<file path="src/rtl/out_port.sv">
// -----------------------------------------------------------------------------
// out_port
//   Output port stage fed by the control unit's OUT state. Every out_write
//   captures the bus into a live display copy (out_reg) and queues the word
//   for an external consumer over a valid/ready handshake. Queue storage is
//   the output register plus a circular buffer of DEPTH-1 entries, so the
//   total capacity is DEPTH words. A write that finds the queue full and no
//   pop in the same cycle is dropped (out_reg still updates).
//
//   Optional feature macro: OUT_PORT_STATUS_EN
//     defined   : out_level reports occupancy, overflow is a sticky drop flag
//                 (set wins over ovf_clr), ovf_clr is honoured.
//     undefined : out_level and overflow read 0, ovf_clr is ignored; queue
//                 behaviour and timing are identical.
//
// Ports
//   clk        in   system clock, rising edge
//   rst        in   synchronous active-high reset
//   out_write  in   capture strobe
//   bus        in   [DATA_W-1:0] system bus
//   out_reg    out  [DATA_W-1:0] last captured word
//   out_data   out  [DATA_W-1:0] head-of-queue word
//   out_valid  out  out_data is valid
//   out_ready  in   consumer accepts out_data
//   out_level  out  [$clog2(DEPTH):0] words held, 0..DEPTH
//   overflow   out  sticky dropped-capture flag
//   ovf_clr    in   clears overflow
// -----------------------------------------------------------------------------
module out_port #(
   parameter int DATA_W = 16,
   parameter int DEPTH  = 8
) (
   input  logic                     clk,
   input  logic                     rst,
   input  logic                     out_write,
   input  logic [DATA_W-1:0]        bus,
   output logic [DATA_W-1:0]        out_reg,
   output logic [DATA_W-1:0]        out_data,
   output logic                     out_valid,
   input  logic                     out_ready,
   output logic [$clog2(DEPTH):0]   out_level,
   output logic                     overflow,
   input  logic                     ovf_clr
);

   localparam int PW = $clog2(DEPTH);
   localparam int LW = PW + 1;

   localparam logic [PW-1:0] BUF_CAP  = PW'(DEPTH - 1);  // buffer entries
   localparam logic [PW-1:0] BUF_LAST = PW'(DEPTH - 2);  // last buffer index

   localparam logic [0:0] ST_EMPTY = 1'b0;
   localparam logic [0:0] ST_HOLD  = 1'b1;

   // Circular-buffer pointer advance with wrap at the last entry; the buffer
   // holds DEPTH-1 entries, so the wrap is explicit rather than natural.
   function automatic logic [PW-1:0] ptr_inc(input logic [PW-1:0] p);
      logic [PW-1:0] r;
      if (p == BUF_LAST) begin
         r = '0;
      end else begin
         r = p + PW'(1);
      end
      return r;
   endfunction

   logic [DATA_W-1:0] mem [0:DEPTH-2];
   logic [PW-1:0]     wr_ptr;
   logic [PW-1:0]     rd_ptr;
   logic [PW-1:0]     buf_cnt;
   logic [0:0]        state;

   logic [0:0]        state_nxt;
   logic [DATA_W-1:0] data_nxt;
   logic [PW-1:0]     wr_nxt;
   logic [PW-1:0]     rd_nxt;
   logic [PW-1:0]     cnt_nxt;
   logic              mem_we;
   logic              drop;
   logic              pop;

   assign pop       = out_valid & out_ready;
   assign out_valid = (state == ST_HOLD);

   // Next-state decode for the output stage and circular buffer.
   always_comb begin
      state_nxt = state;
      data_nxt  = out_data;
      wr_nxt    = wr_ptr;
      rd_nxt    = rd_ptr;
      cnt_nxt   = buf_cnt;
      mem_we    = 1'b0;
      drop      = 1'b0;
      case (state)
         ST_EMPTY: begin
            // Buffer is necessarily empty here: bypass straight to the output.
            if (out_write) begin
               data_nxt  = bus;
               state_nxt = ST_HOLD;
            end else begin
               state_nxt = ST_EMPTY;
            end
         end
         ST_HOLD: begin
            if (pop) begin
               if (buf_cnt == '0) begin
                  if (out_write) begin
                     data_nxt = bus;
                  end else begin
                     state_nxt = ST_EMPTY;
                  end
               end else begin
                  data_nxt = mem[rd_ptr];
                  rd_nxt   = ptr_inc(rd_ptr);
                  // With the buffer full, rd_ptr == wr_ptr: the head is read
                  // out before the non-blocking write replaces it.
                  if (out_write) begin
                     mem_we = 1'b1;
                     wr_nxt = ptr_inc(wr_ptr);
                  end else begin
                     cnt_nxt = buf_cnt - PW'(1);
                  end
               end
            end else begin
               if (out_write) begin
                  if (buf_cnt == BUF_CAP) begin
                     drop = 1'b1;
                  end else begin
                     mem_we  = 1'b1;
                     wr_nxt  = ptr_inc(wr_ptr);
                     cnt_nxt = buf_cnt + PW'(1);
                  end
               end else begin
                  state_nxt = ST_HOLD;
               end
            end
         end
         default: begin
            state_nxt = ST_EMPTY;
         end
      endcase
   end

   // Output stage, pointers, occupancy and display copy.
   always_ff @(posedge clk) begin
      if (rst) begin
         state    <= ST_EMPTY;
         out_data <= '0;
         out_reg  <= '0;
         wr_ptr   <= '0;
         rd_ptr   <= '0;
         buf_cnt  <= '0;
      end else begin
         state    <= state_nxt;
         out_data <= data_nxt;
         wr_ptr   <= wr_nxt;
         rd_ptr   <= rd_nxt;
         buf_cnt  <= cnt_nxt;
         if (out_write) begin
            out_reg <= bus;
         end else begin
            out_reg <= out_reg;
         end
      end
   end

   // Buffer storage; contents are qualified by buf_cnt so no reset is needed.
   always_ff @(posedge clk) begin
      if (mem_we) begin
         mem[wr_ptr] <= bus;
      end else begin
         mem[wr_ptr] <= mem[wr_ptr];
      end
   end

`ifdef OUT_PORT_STATUS_EN
   logic [LW-1:0] level;
   logic          ovf;

   assign out_level = level;
   assign overflow  = ovf;

   // Registered occupancy and sticky overflow; a drop beats a clear.
   always_ff @(posedge clk) begin
      if (rst) begin
         level <= '0;
         ovf   <= 1'b0;
      end else begin
         level <= {1'b0, cnt_nxt} + {{PW{1'b0}}, state_nxt};
         if (drop) begin
            ovf <= 1'b1;
         end else if (ovf_clr) begin
            ovf <= 1'b0;
         end else begin
            ovf <= ovf;
         end
      end
   end
`else
   logic [1:0] unused_status;

   assign unused_status = {ovf_clr, drop};
   assign out_level     = {LW{1'b0}};
   assign overflow      = 1'b0;
`endif

endmodule

</file>
<file path="config.mk">
export PLATFORM = sky130hd
export DESIGN_NAME = out_port
export DESIGN_NICKNAME = d
export VERILOG_FILES = /design/src/rtl/out_port.sv
export SDC_FILE = /design/constraint.sdc
export NUM_CORES = 1
export LEC_CHECK = 0
export CAP_MARGIN = 20
export CORE_ASPECT_RATIO = 0.7
export CORE_MARGIN = 3
export CORE_UTILIZATION = 55
export CTS_BUF_LIST = sky130_fd_sc_hd__clkbuf_8
export DETAILED_ROUTE_END_ITERATION = 8
export GPL_TIMING_DRIVEN = 0
export PLACE_DENSITY = 0.78
export SLEW_MARGIN = 10
export SYNTH_ARGS = -nofsm -noshare
export SYNTH_HDL_FRONTEND = slang
export SYNTH_SLANG_ARGS = --single-unit
</file>
<file path="constraint.sdc">
create_clock -name clk -period 4.5 [get_ports clk]
set_clock_uncertainty 0.15 [all_clocks]
set_input_delay 1.125 -clock clk [delete_from_list [all_inputs] [get_ports clk]]
set_output_delay 1.125 -clock clk [all_outputs]
set_load 0.03 [all_outputs]
</file>
Word level (Yosys, flattened, before mapping):

Memories as Yosys holds them, arrays and structs flattened. A register that Yosys moved wholly into a read port is not among the register bits.
Cells that the tools add are included.

* add/subtract/negate cells: 4
* eq/ne operators: 8
* multiplexer cells: 31
* bitwise operators: 4
* reductions and logical operators: 7

Operator list (count)
* $mux W16: 4
* $mux W3: 14
* $pmux W16 S2: 1
* $mux W1: 11
* $reduce_and A5 Y1: 2
* $add A3 B1 Y3 const B: 3
* $eq A3 B3 Y1 const B: 3
* $ne A2 B2 Y1 const B: 3
* $reduce_bool A2 Y1: 2
* $logic_not A3 Y1: 1
* $reduce_and A3 Y1: 1
* $sub A3 B1 Y3 const B: 1
* $ne A2 B1 Y1 const B: 1
* $not A1 Y1: 2
* $pmux W1 S2: 1
* $reduce_and A2 Y1: 1
* $and A1 B1 Y1: 1
* $ne A0 B0 Y1: 1
* $or A1 B1 Y1: 1

* flip-flop bits (word level): 42
* bits in writable memories: 112
* input port bits: 21
* output and inout port bits: 38
* logic and storage cells: 61
* memories kept: 1

Memories
* mem: words 7, width 16, read ports 1, clocked after memory_dff 1, write ports 1, line 67 `logic [DATA_W-1:0] mem [0:DEPTH-2];`

Logic depth before layout (Yosys ltp):

Gate-level depths: netlist of the first run.

* word-level depth: 8
* gate-level depth with buffers: 8
* mapped depth without buffers: 7

Least setup slack after synthesis of the first run:

Ideal clock, no wire load.

* path kind: input to register
* from: input port out_write
* to: memory mem[0][0] (enable)
* library setup time: 0.430 ns
* arrival time: 3.177 ns
* data required time: 3.920 ns
* setup slack: 0.743 ns
* stages: 3
* buffers on the path: 1
* cells stage by stage: clkbuf_1 -> nand4_1 -> nor4_1

* cells in the longest elaborated chain, start to end: 7
* elaborated cells between the ends (all ways): 10
* those cells by class: 8 x mux; 1 x bitwise; 1 x reduce/logical

Ends and longest elaborated chain
* start, declared: line 35 `input logic out_write,`
* $mux W1: line 117 `if (out_write) begin`
* $mux W1: line 106 `if (buf_cnt == '0) begin`
* $mux W1 (*): line 105 `if (pop) begin`
* $mux W1 (*): line 94 `case (state)`
* $mux W1, on equally long branches: line 169, 172
* $mux W1 (not written as such) / $reduce_and A2 Y1 (equally long branches)
* $or A1 B1 Y1 (no line) (*)
* end, declared: line 67

Mark *: on every way between the ends. The rest lies on a longest branch, timed or not.

Worst setup path after layout of the first run:

* from: input port out_write
* to: memory mem[5][5] (enable)

Same word-level chain as after synthesis.

==> run_results.csv, run 1 <==
group,metric,value,unit
status,run_status,"finished clean",
die,fp.dieH,94.3,um
synthesis,yosys_register_bits,157,
finish,n_fill_cell,721,
worst_setup_path,sequence_of_cells_on_the_critical_path,"clkdlybuf4s50_1 -> clkbuf_1 -> nand4_1 -> or3b_1 -> nor2_2 -> buf_8",
cts,clk_transition_reported_paths,0.08,ns
finish,post_layout_nonfiller_instances,638,
synthesis,synth-main-ff-cell,"sky130_fd_sc_hd__edfxtp_1",
cts,postCtsResizedCells,0,
finish,drive_gt1_share,20.0,%
grt,grt_overflow_total,0,
die,start_util,57.9,%
route,drt-wirelength-per-cell,21.3,um
grt,grt_pass1_vias,3750,
die,floorplan.io_pins,59,
grt,antenna_found_initial,0,
sta,worst_slack,0.848,ns
cts,cts.repair_timing.setup_buffer_count,0,
sta,max_transition_viols_final,0,
die,floorplan.rows,31,
synthesis,ys_warn_count,0,
place,gp_congestion,0.825,
cts,tritoncts_num_sinks,157,
route,routed_wl,13600,um
worst_setup_path,critical_path_required,4.51,ns
route,final_antenna_net_count,0,
route,first_pass_iters,5,
synthesis,largest_area_contributor_in_the_synthesized_netlist,"sky130_fd_sc_hd__edfxtp_1",
worst_setup_path,ff2ff_setup_slack,1.87,ns
worst_setup_path,worst_r2r_endpoint,"mem[5][5]",
die,die-width,132,um
finish,final_common_cell,"sky130_fd_sc_hd__edfxtp_1",
route,vias,3788,
finish,syn_to_final_growth,20.7,%
place,detailedPlacementHpwl,9040,um
route,via_per_inst,5.94,
worst_setup_path,worstPathArrival,3.66,ns
place,placed_cells,606,
finish,largest_register_ffs,112,
finish,n_antenna_cell,0,
worst_setup_path,category_of_the_most_critical_setup_path,"in2reg",
finish,sequential_cell_area,4260,sq um
synthesis,post_synth_inst_count,391,
worst_setup_path,dominant_delay_contributor_by_cell_family_on_the_critical_path,"simple AND/OR/NAND/NOR gates",
cts,htree_levels,4,
sta,report.final.hold_viol_count,0,
grt,groute.usage.overall,22.7,%
pwr,vdd_ir_drop_max,0.361,mV
route,drt-initial-drc-count,379,
worst_setup_path,worst_path_max_delay_cell,"sky130_fd_sc_hd__or3b_1",
synthesis,ys_seq_area_share,69.6,%
synthesis,post-synth-top-area-fraction,54.9,%
cts,clk-insertion-delay-late,0.45,ns
synthesis,syn_area_per_cell,15.7,sq um
grt,grt_max_degree,17,
worst_setup_path,critPathLaunch,"out_write",
pwr,power_per_unit_of_standard_cell_area,383,nW/um^2
worst_setup_path,cp_slowest_stage_delay,0.52,ns
flow_run,drv_cap,0,
sta,worst_slew_margin_rel,47.2,%
synthesis,mappedNetlistArea,6130,sq um
sta,timing_worst_slew_pin_value,0.791,ns
cts,cts.hold.buffers_added,0,
cts,tritoncts,"done",
route,drc,0,
worst_setup_path,buffer_and_inverter_count_on_the_worst_path,3,
sta,setup_violations,0,
worst_hold_path,min_path_type,"reg2reg",
sta,post-route-min-period,3.65,ns
cts,tritoncts.num_buffers,17,
sta,timing.final.crit_share,81.2,%
place,dpl_worst_slack,0.385,ns
pwr,power.total,0.00284,W
finish,multi_input_comb_area,1710,sq um
place,port_buffers,51,
finish,finish.utilization,69.9,%
pwr,leakage,2.48,nW
cts,cts_max_path_buffers,2,
die,design.die.area,12500,sq um
worst_setup_path,critical_path.endpoint_type,"flip-flop",
cts,root_buffer,"sky130_fd_sc_hd__clkbuf_8",
worst_setup_path,ff2ff_path_depth,5,
synthesis,synth_enable_flop_cells,112,
worst_setup_path,worstPathMaxFanout,10,
sta,max_freq,274,MHz
synthesis,synth.distinct_cells,42,
grt,global_route_wire_length_before_repair,20800,um
worst_setup_path,setup.worst_path.end,"mem[5][5]",
sta,grt_setup_unrepaired,"no",
worst_setup_path,crit-reg2reg-launch,"buf_cnt[0]",
finish,final_net_count,499,
die,core-area,10600,sq um
synthesis,async_reset_ff_share,0,%
worst_setup_path,timing.critical_path.depth,6,
finish,highest_count_cells_in_the_layout_ignoring_fill_and_taps,"sky130_fd_sc_hd__edfxtp_1, sky130_fd_sc_hd__clkdlybuf4s50_1, sky130_fd_sc_hd__dfxtp_1, sky130_fd_sc_hd__mux2i_1, sky130_fd_sc_hd__nor2_1",
worst_hold_path,timing.hold.worst_path_depth,1,
synthesis,leading_cell_types_by_total_area_after_synthesis,"sky130_fd_sc_hd__edfxtp_1, sky130_fd_sc_hd__dfxtp_1, sky130_fd_sc_hd__mux2i_1",
worst_setup_path,worst_setup_path_start_kind,"primary input",
routing by layer:
layer / global-route usage (%) / routed length, um / part of all wire [%] / vias up
met5: 0 / 0 / 0 / -
met4: 9.43 / 257 / 1.9 / 0
met3: 5.09 / 1190 / 8.7 / 26
met2: 35.5 / 6400 / 47 / 200
met1: 31.3 / 5740 / 42 / 1880
li1: - / - / - / 1682
power breakdown:
group | switching (W) | leakage, nW | internal (W)
sequential | 0.0000156 | 1.38 | 0.00157
combinational | 0.000131 | 0.920 | 0.0000916
clock | 0.000522 | 0.180 | 0.000505
how the worst min path moves through the flow:
stage | endpoint | startpoint | slack, ns
floorplan | flip-flop | rd_ptr[2] | 0.32
global placement | out_data[2] | out_data[2] | 0.32
detailed placement | out_data[2] | out_data[2] | 0.33
CTS | out_data[2] | out_data[2] | 0.35
global route | out_data[12] | out_data[12] | 0.37
finish | out_data[3] | out_data[3] | 0.34
worst reg2reg max path, stage by stage (launching register included):
cell                      delay [ns]
sky130_fd_sc_hd__dfxtp_1        0.49
sky130_fd_sc_hd__or4b_4         0.22
sky130_fd_sc_hd__nand4_1        0.26
sky130_fd_sc_hd__or3b_1         0.52
sky130_fd_sc_hd__nor2_2         0.45
sky130_fd_sc_hd__buf_8          0.24
Yosys cell counts, types with 5 or more instances:
cell type / n
sky130_fd_sc_hd__edfxtp_1: 112
sky130_fd_sc_hd__mux2_2: 7
sky130_fd_sc_hd__nor2_1: 28
sky130_fd_sc_hd__nand2_1: 18
sky130_fd_sc_hd__inv_1: 9
sky130_fd_sc_hd__o22ai_1: 13
sky130_fd_sc_hd__o21ai_0: 12
sky130_fd_sc_hd__buf_4: 8
sky130_fd_sc_hd__a32oi_1: 7
sky130_fd_sc_hd__a21oi_1: 10
sky130_fd_sc_hd__mux2i_1: 43
sky130_fd_sc_hd__mux4_2: 16
sky130_fd_sc_hd__nor3_1: 5
sky130_fd_sc_hd__buf_2: 6
sky130_fd_sc_hd__dfxtp_1: 45
sky130_fd_sc_hd__clkbuf_1: 10
cell type report:
cell class,instances,area share [%]
Sequential cell,157,57.6
Multi-Input combinational cell,202,23.1
Timing Repair Buffer,63,8.81
Clock buffer,18,3.35
Tap cell,148,2.50
Buffer,27,2.18
Clock inverter,14,1.94
Inverter,9,0.457
logic make-up (layout without fill, tap and decap cells):
kind of cell / Yosys count / after routing / share of synthesized area, %
muxes: 66 / 66 / 14.2
and+or+nand+nor: 69 / 69 / 5.59
buffers and inverters: 36 / 131 / 3.18
xor gates and xnor gates: 2 / 2 / 0.286
AOI/OAI and AO/OA: 59 / 59 / 6.92
DFF: 157 / 157 / 69.6
other: 1 / 5 / 0.0612
adders and majority gates: 1 / 1 / 0.204
per-stage QoR:
stage	hold WS, ns	setup TNS (ns)	area (sq um)
6_report	0.342	0	7400
5_1_grt	0.368	0	7400
4_1_cts	0.346	0	7400
3_5_place_dp	0.326	0	7010
3_3_place_gp	0.320	-59.56	6840
2_1_floorplan	0.318	0	6140
Note: power is estimated with default switching activity, not from simulation.
==> run 2: changes to the inputs <==
CORE_UTILIZATION = 53   (was 55)
PLACE_DENSITY = 0.79   (was 0.78)
clock period = 3.3 ns   (was 4.5 ns; I/O delays follow)
==> run_results.csv, run 2 (synthesized netlist as in run 1, its figures left out) <==
group,metric,value,unit
status,run_status,"complete, but fails checks",
status,violations,"negative setup slack",
finish,highest_count_cells_in_the_layout_ignoring_fill_and_taps,"sky130_fd_sc_hd__edfxtp_1, sky130_fd_sc_hd__clkdlybuf4s50_1, sky130_fd_sc_hd__dfxtp_1, sky130_fd_sc_hd__mux2i_1, sky130_fd_sc_hd__nor2_1",
route,routed_wl,13000,um
grt,antenna_found_initial,0,
worst_hold_path,min_path_type,"reg2reg",
sta,setup_violations,10,
die,core-area,11100,sq um
die,fp.dieH,96.0,um
route,via_per_inst,5.78,
grt,groute.usage.overall,21.4,%
die,floorplan.rows,32,
grt,grt_pass1_vias,3646,
sta,max_freq,301,MHz
sta,worst_slew_margin_rel,48.6,%
pwr,power.total,0.00391,W
cts,tritoncts_num_sinks,157,
sta,post-route-min-period,3.32,ns
cts,cts_max_path_buffers,2,
place,dpl_worst_slack,-0.446,ns
worst_setup_path,buffer_and_inverter_count_on_the_worst_path,3,
finish,final_net_count,495,
worst_setup_path,worst_setup_path_start_kind,"primary input",
finish,n_fill_cell,781,
pwr,vdd_ir_drop_max,0.286,mV
worst_setup_path,critical_path.endpoint_type,"flip-flop",
cts,tritoncts.num_buffers,17,
place,detailedPlacementHpwl,8800,um
die,design.die.area,12900,sq um
finish,sequential_cell_area,4260,sq um
worst_setup_path,category_of_the_most_critical_setup_path,"in2reg",
cts,tritoncts,"done",
finish,largest_register_ffs,112,
sta,grt_setup_unrepaired,"yes",
sta,max_transition_viols_final,0,
pwr,power_per_unit_of_standard_cell_area,530,nW/um^2
place,gp_congestion,0.779,
place,port_buffers,51,
route,final_antenna_net_count,0,
worst_setup_path,sequence_of_cells_on_the_critical_path,"clkdlybuf4s50_1 -> clkbuf_1 -> nand4_1 -> or3b_1 -> nor2_2 -> buf_8",
finish,syn_to_final_growth,20.5,%
finish,multi_input_comb_area,1720,sq um
sta,timing_worst_slew_pin_value,0.771,ns
grt,grt_overflow_total,0,
die,floorplan.io_pins,59,
sta,timing.final.crit_share,101,%
cts,clk_transition_reported_paths,0.08,ns
finish,drive_gt1_share,19.5,%
sta,totalNegativeSetupSlack,-0.143,ns
worst_setup_path,worstPathMaxFanout,10,
sta,holdWs,0.343,ns
worst_setup_path,worstPathArrival,3.32,ns
cts,clk-insertion-delay-late,0.44,ns
cts,htree_levels,4,
pwr,leakage,2.46,nW
grt,grt_max_degree,17,
flow_run,drv_cap,0,
worst_setup_path,dominant_delay_contributor_by_cell_family_on_the_critical_path,"simple AND/OR/NAND/NOR gates",
sta,report.final.hold_viol_count,0,
route,first_pass_iters,5,
finish,n_antenna_cell,0,
worst_setup_path,critical_path_required,3.29,ns
route,vias,3694,
worst_setup_path,cp_slowest_stage_delay,0.53,ns
sta,worst_slack,-0.0216,ns
die,start_util,55.1,%
cts,root_buffer,"sky130_fd_sc_hd__clkbuf_8",
die,die-width,135,um
route,drt-wirelength-per-cell,20.3,um
cts,cts.repair_timing.setup_buffer_count,0,
route,drt-initial-drc-count,339,
finish,finish.utilization,66.4,%
grt,global_route_wire_length_before_repair,20300,um
finish,final_common_cell,"sky130_fd_sc_hd__edfxtp_1",
worst_setup_path,worst_path_max_delay_cell,"sky130_fd_sc_hd__or3b_1",
route,drc,0,
run 2: layout make-up:
cell class	count	area share [%]
Buffer	27	2.18
Clock buffer	17	3.17
Clock inverter	15	2.32
Inverter	9	0.457
Multi-Input combinational cell	202	23.3
Sequential cell	157	57.7
Tap cell	153	2.59
Timing Repair Buffer	59	8.28
run 2: routing by layer:
metal	part of all wire [%]	global-route usage, %	vias up
met1	42	28.1	1873
met2	49	35.4	137
li1	-	-	1669
met4	1.1	5.51	0
met3	7.2	6.74	15
met5	0	0	-
run 2: worst paths after layout:
| check | start | endpoint | slack, ns | cells after the start |
|---|---|---|---|---|
| setup / recovery | out_write | mem[5][13] | -0.02 | 6 |
| hold / removal | out_reg[1] | out_reg[1] | 0.34 | 2 |
| setup reg to reg | buf_cnt[0] | mem[5][13] | 0.67 | 5 |
| hold reg to reg | out_reg[1] | out_reg[1] | 0.34 | 2 |
run 2: worst register-to-register path: cells and delay by family, from the launching register on:
family | cells | cell delay, ns
and+or+nand+nor | 4 | 1.47
DFF | 1 | 0.49
buffers and inverters | 1 | 0.24
run 2: through the flow:
| stage | instances | cell area [sq um] |
|---|---|---|
| after floorplan | 395 | 6150 |
| after global placement | 599 | 6850 |
| after detailed placement | 607 | 6980 |
| after CTS | 639 | 7390 |
| after global routing | 639 | 7390 |
| final | 639 | 7390 |
run 2: timing repair:
item	in CTS	in global routing
hold buffers	0	0
hold endpoints to repair	0	0
setup endpoints to repair	0	20
gates resized for setup	0	0
run 2: where the power goes:
| part | leakage, nW | switching (W) | internal [W] | total (W) |
|---|---|---|---|---|
| clock | 0.189 | 0.000709 | 0.000743 | 0.00145 |
| sequential | 1.38 | 0.0000221 | 0.00214 | 0.00216 |
| combinational | 0.895 | 0.000174 | 0.000124 | 0.000298 |
| total | 2.46 | 0.000905 | 0.00301 | 0.00391 |
==> run 3: changes to the inputs <==
CORE_UTILIZATION = 55   (was 53)
PLACE_DENSITY = 0.78   (was 0.79)
SETUP_SLACK_MARGIN = 0.3   (was default)
clock period = 3.43 ns   (was 3.3 ns; I/O delays follow)
==> run_results.csv, run 3 (synthesized netlist as in run 1, its figures left out) <==
group,metric,value,unit
status,run_status,"finished clean",
place,detailedPlacementHpwl,9280,um
worst_setup_path,worst_setup_path_start_kind,"primary input",
worst_setup_path,critical_path.endpoint_type,"flip-flop",
cts,cts_max_path_buffers,2,
sta,max_transition_viols_final,0,
cts,root_buffer,"sky130_fd_sc_hd__clkbuf_8",
cts,tritoncts_num_sinks,157,
cts,tritoncts.num_buffers,17,
worst_setup_path,worst_path_max_delay_cell,"sky130_fd_sc_hd__clkdlybuf4s50_1",
pwr,power.total,0.00359,W
grt,grt_overflow_total,0,
worst_hold_path,min_path_type,"reg2reg",
worst_setup_path,category_of_the_most_critical_setup_path,"in2reg",
die,floorplan.rows,31,
finish,n_antenna_cell,0,
route,drt-wirelength-per-cell,21.6,um
cts,clk-insertion-delay-late,0.44,ns
route,final_antenna_net_count,0,
worst_setup_path,cp_slowest_stage_delay,0.52,ns
route,drc,0,
worst_setup_path,buffer_and_inverter_count_on_the_worst_path,3,
cts,tritoncts,"done",
finish,final_net_count,499,
die,fp.dieH,94.3,um
flow_run,drv_cap,0,
worst_setup_path,worstPathMaxFanout,10,
die,start_util,57.9,%
worst_setup_path,dominant_delay_contributor_by_cell_family_on_the_critical_path,"simple AND/OR/NAND/NOR gates",
route,via_per_inst,5.89,
route,drt-initial-drc-count,326,
sta,post-route-min-period,2.96,ns
cts,htree_levels,4,
place,gp_congestion,0.785,
worst_setup_path,worstPathArrival,2.96,ns
sta,worst_slew_margin_rel,43.5,%
route,first_pass_iters,5,
die,floorplan.io_pins,59,
grt,grt_pass1_vias,3744,
grt,groute.usage.overall,23.1,%
grt,global_route_wire_length_before_repair,21200,um
sta,holdWs,0.351,ns
worst_setup_path,sequence_of_cells_on_the_critical_path,"clkdlybuf4s50_1 -> clkbuf_2 -> nand4_1 -> or3b_1 -> nor2_4 -> buf_8",
grt,antenna_found_initial,0,
grt,grt_max_degree,17,
die,die-width,132,um
pwr,leakage,2.49,nW
die,design.die.area,12500,sq um
finish,largest_register_ffs,112,
pwr,power_per_unit_of_standard_cell_area,486,nW/um^2
finish,drive_gt1_share,19.8,%
finish,final_common_cell,"sky130_fd_sc_hd__edfxtp_1",
finish,highest_count_cells_in_the_layout_ignoring_fill_and_taps,"sky130_fd_sc_hd__edfxtp_1, sky130_fd_sc_hd__clkdlybuf4s50_1, sky130_fd_sc_hd__dfxtp_1, sky130_fd_sc_hd__mux2i_1, sky130_fd_sc_hd__nor2_1",
sta,grt_setup_unrepaired,"no",
sta,setup_violations,0,
sta,timing.final.crit_share,86.4,%
route,routed_wl,13800,um
finish,syn_to_final_growth,20.4,%
worst_setup_path,critical_path_required,3.43,ns
place,port_buffers,51,
sta,timing_worst_slew_pin_value,0.848,ns
sta,max_freq,337,MHz
route,vias,3760,
die,core-area,10600,sq um
pwr,vdd_ir_drop_max,0.270,mV
cts,clk_transition_reported_paths,0.08,ns
sta,report.final.hold_viol_count,0,
[run 3: cell types whose count changed in the layout (fill, tap and decap cells not counted), sizes merged]
cell	previous run	this run
buf	25	29
bufinv	3	1
clkinvlp	5	2
inv	10	14
clkinv	6	7
[run 3: routing by layer]
layer	GRT usage [%]	up-vias	part of all wire, %
met2	36.7	179	48
met4	8.30	0	1.4
met1	31.7	1878	42
li1	-	1680	-
met3	5.51	23	8.1
met5	0	-	0
[run 3: repair_timing]
| action | 4_1_cts | 5_1_grt |
|---|---|---|
| pin swaps | 0 | 1 |
| buffers inserted | 0 | 3 |
| hold buffers | 0 | 0 |
| endpoints found under the setup margin | 41 | 10 |
| resized for setup | 3 | 0 |
| hold endpoints to repair | 0 | 0 |
[run 3: report_power, final]
group | internal [W] | switching (W)
Clock | 0.000558 | 0.000651
Sequential | 0.00206 | 0.0000227
Combinational | 0.000121 | 0.000172
Total | 0.00274 | 0.000846
[run 3: worst paths after layout]
check | from | endpoint | slack (ns) | cells past startpoint
hold reg to reg | out_reg[14] | out_reg[14] | 0.35 | 2
hold / removal | out_reg[14] | out_reg[14] | 0.35 | 2
setup reg to reg | buf_cnt[0] | mem[5][1] | 1.04 | 5
setup / recovery | out_write | mem[5][1] | 0.47 | 6
[run 3: layout make-up]
type                       instances  area, sq um
timing repair buffer              63          658
multi-input combinational        202         1730
sequential                       157         4260
clock buffer                      17          234
fill                             718         3210
tap                              148          185
clock inverter                    15          110
inverter                           9         33.8
buffer                            27          163
[run 3: through the flow]
stage | setup TNS, ns | utilization [%] | setup WS, ns | std cells | cell area (sq um)
2_1_floorplan | 0 | - | 0.309 | 395 | 6150
3_3_place_gp | -120.38 | 64.7 | -1.63 | 594 | 6850
3_5_place_dp | -16.32 | 66.1 | -0.494 | 603 | 7000
4_1_cts | 0 | 69.5 | 0.385 | 635 | 7360
5_1_grt | 0 | 69.7 | 0.413 | 638 | 7380
6_report | 0 | 69.7 | 0.465 | 638 | 7380
[run 3: tightest hold or removal path: stages (launching register included)]
cell and delay (ns):
sky130_fd_sc_hd__dfxtp_1 0.33, sky130_fd_sc_hd__mux2i_1 0.06, sky130_fd_sc_hd__nor2_1 0.07
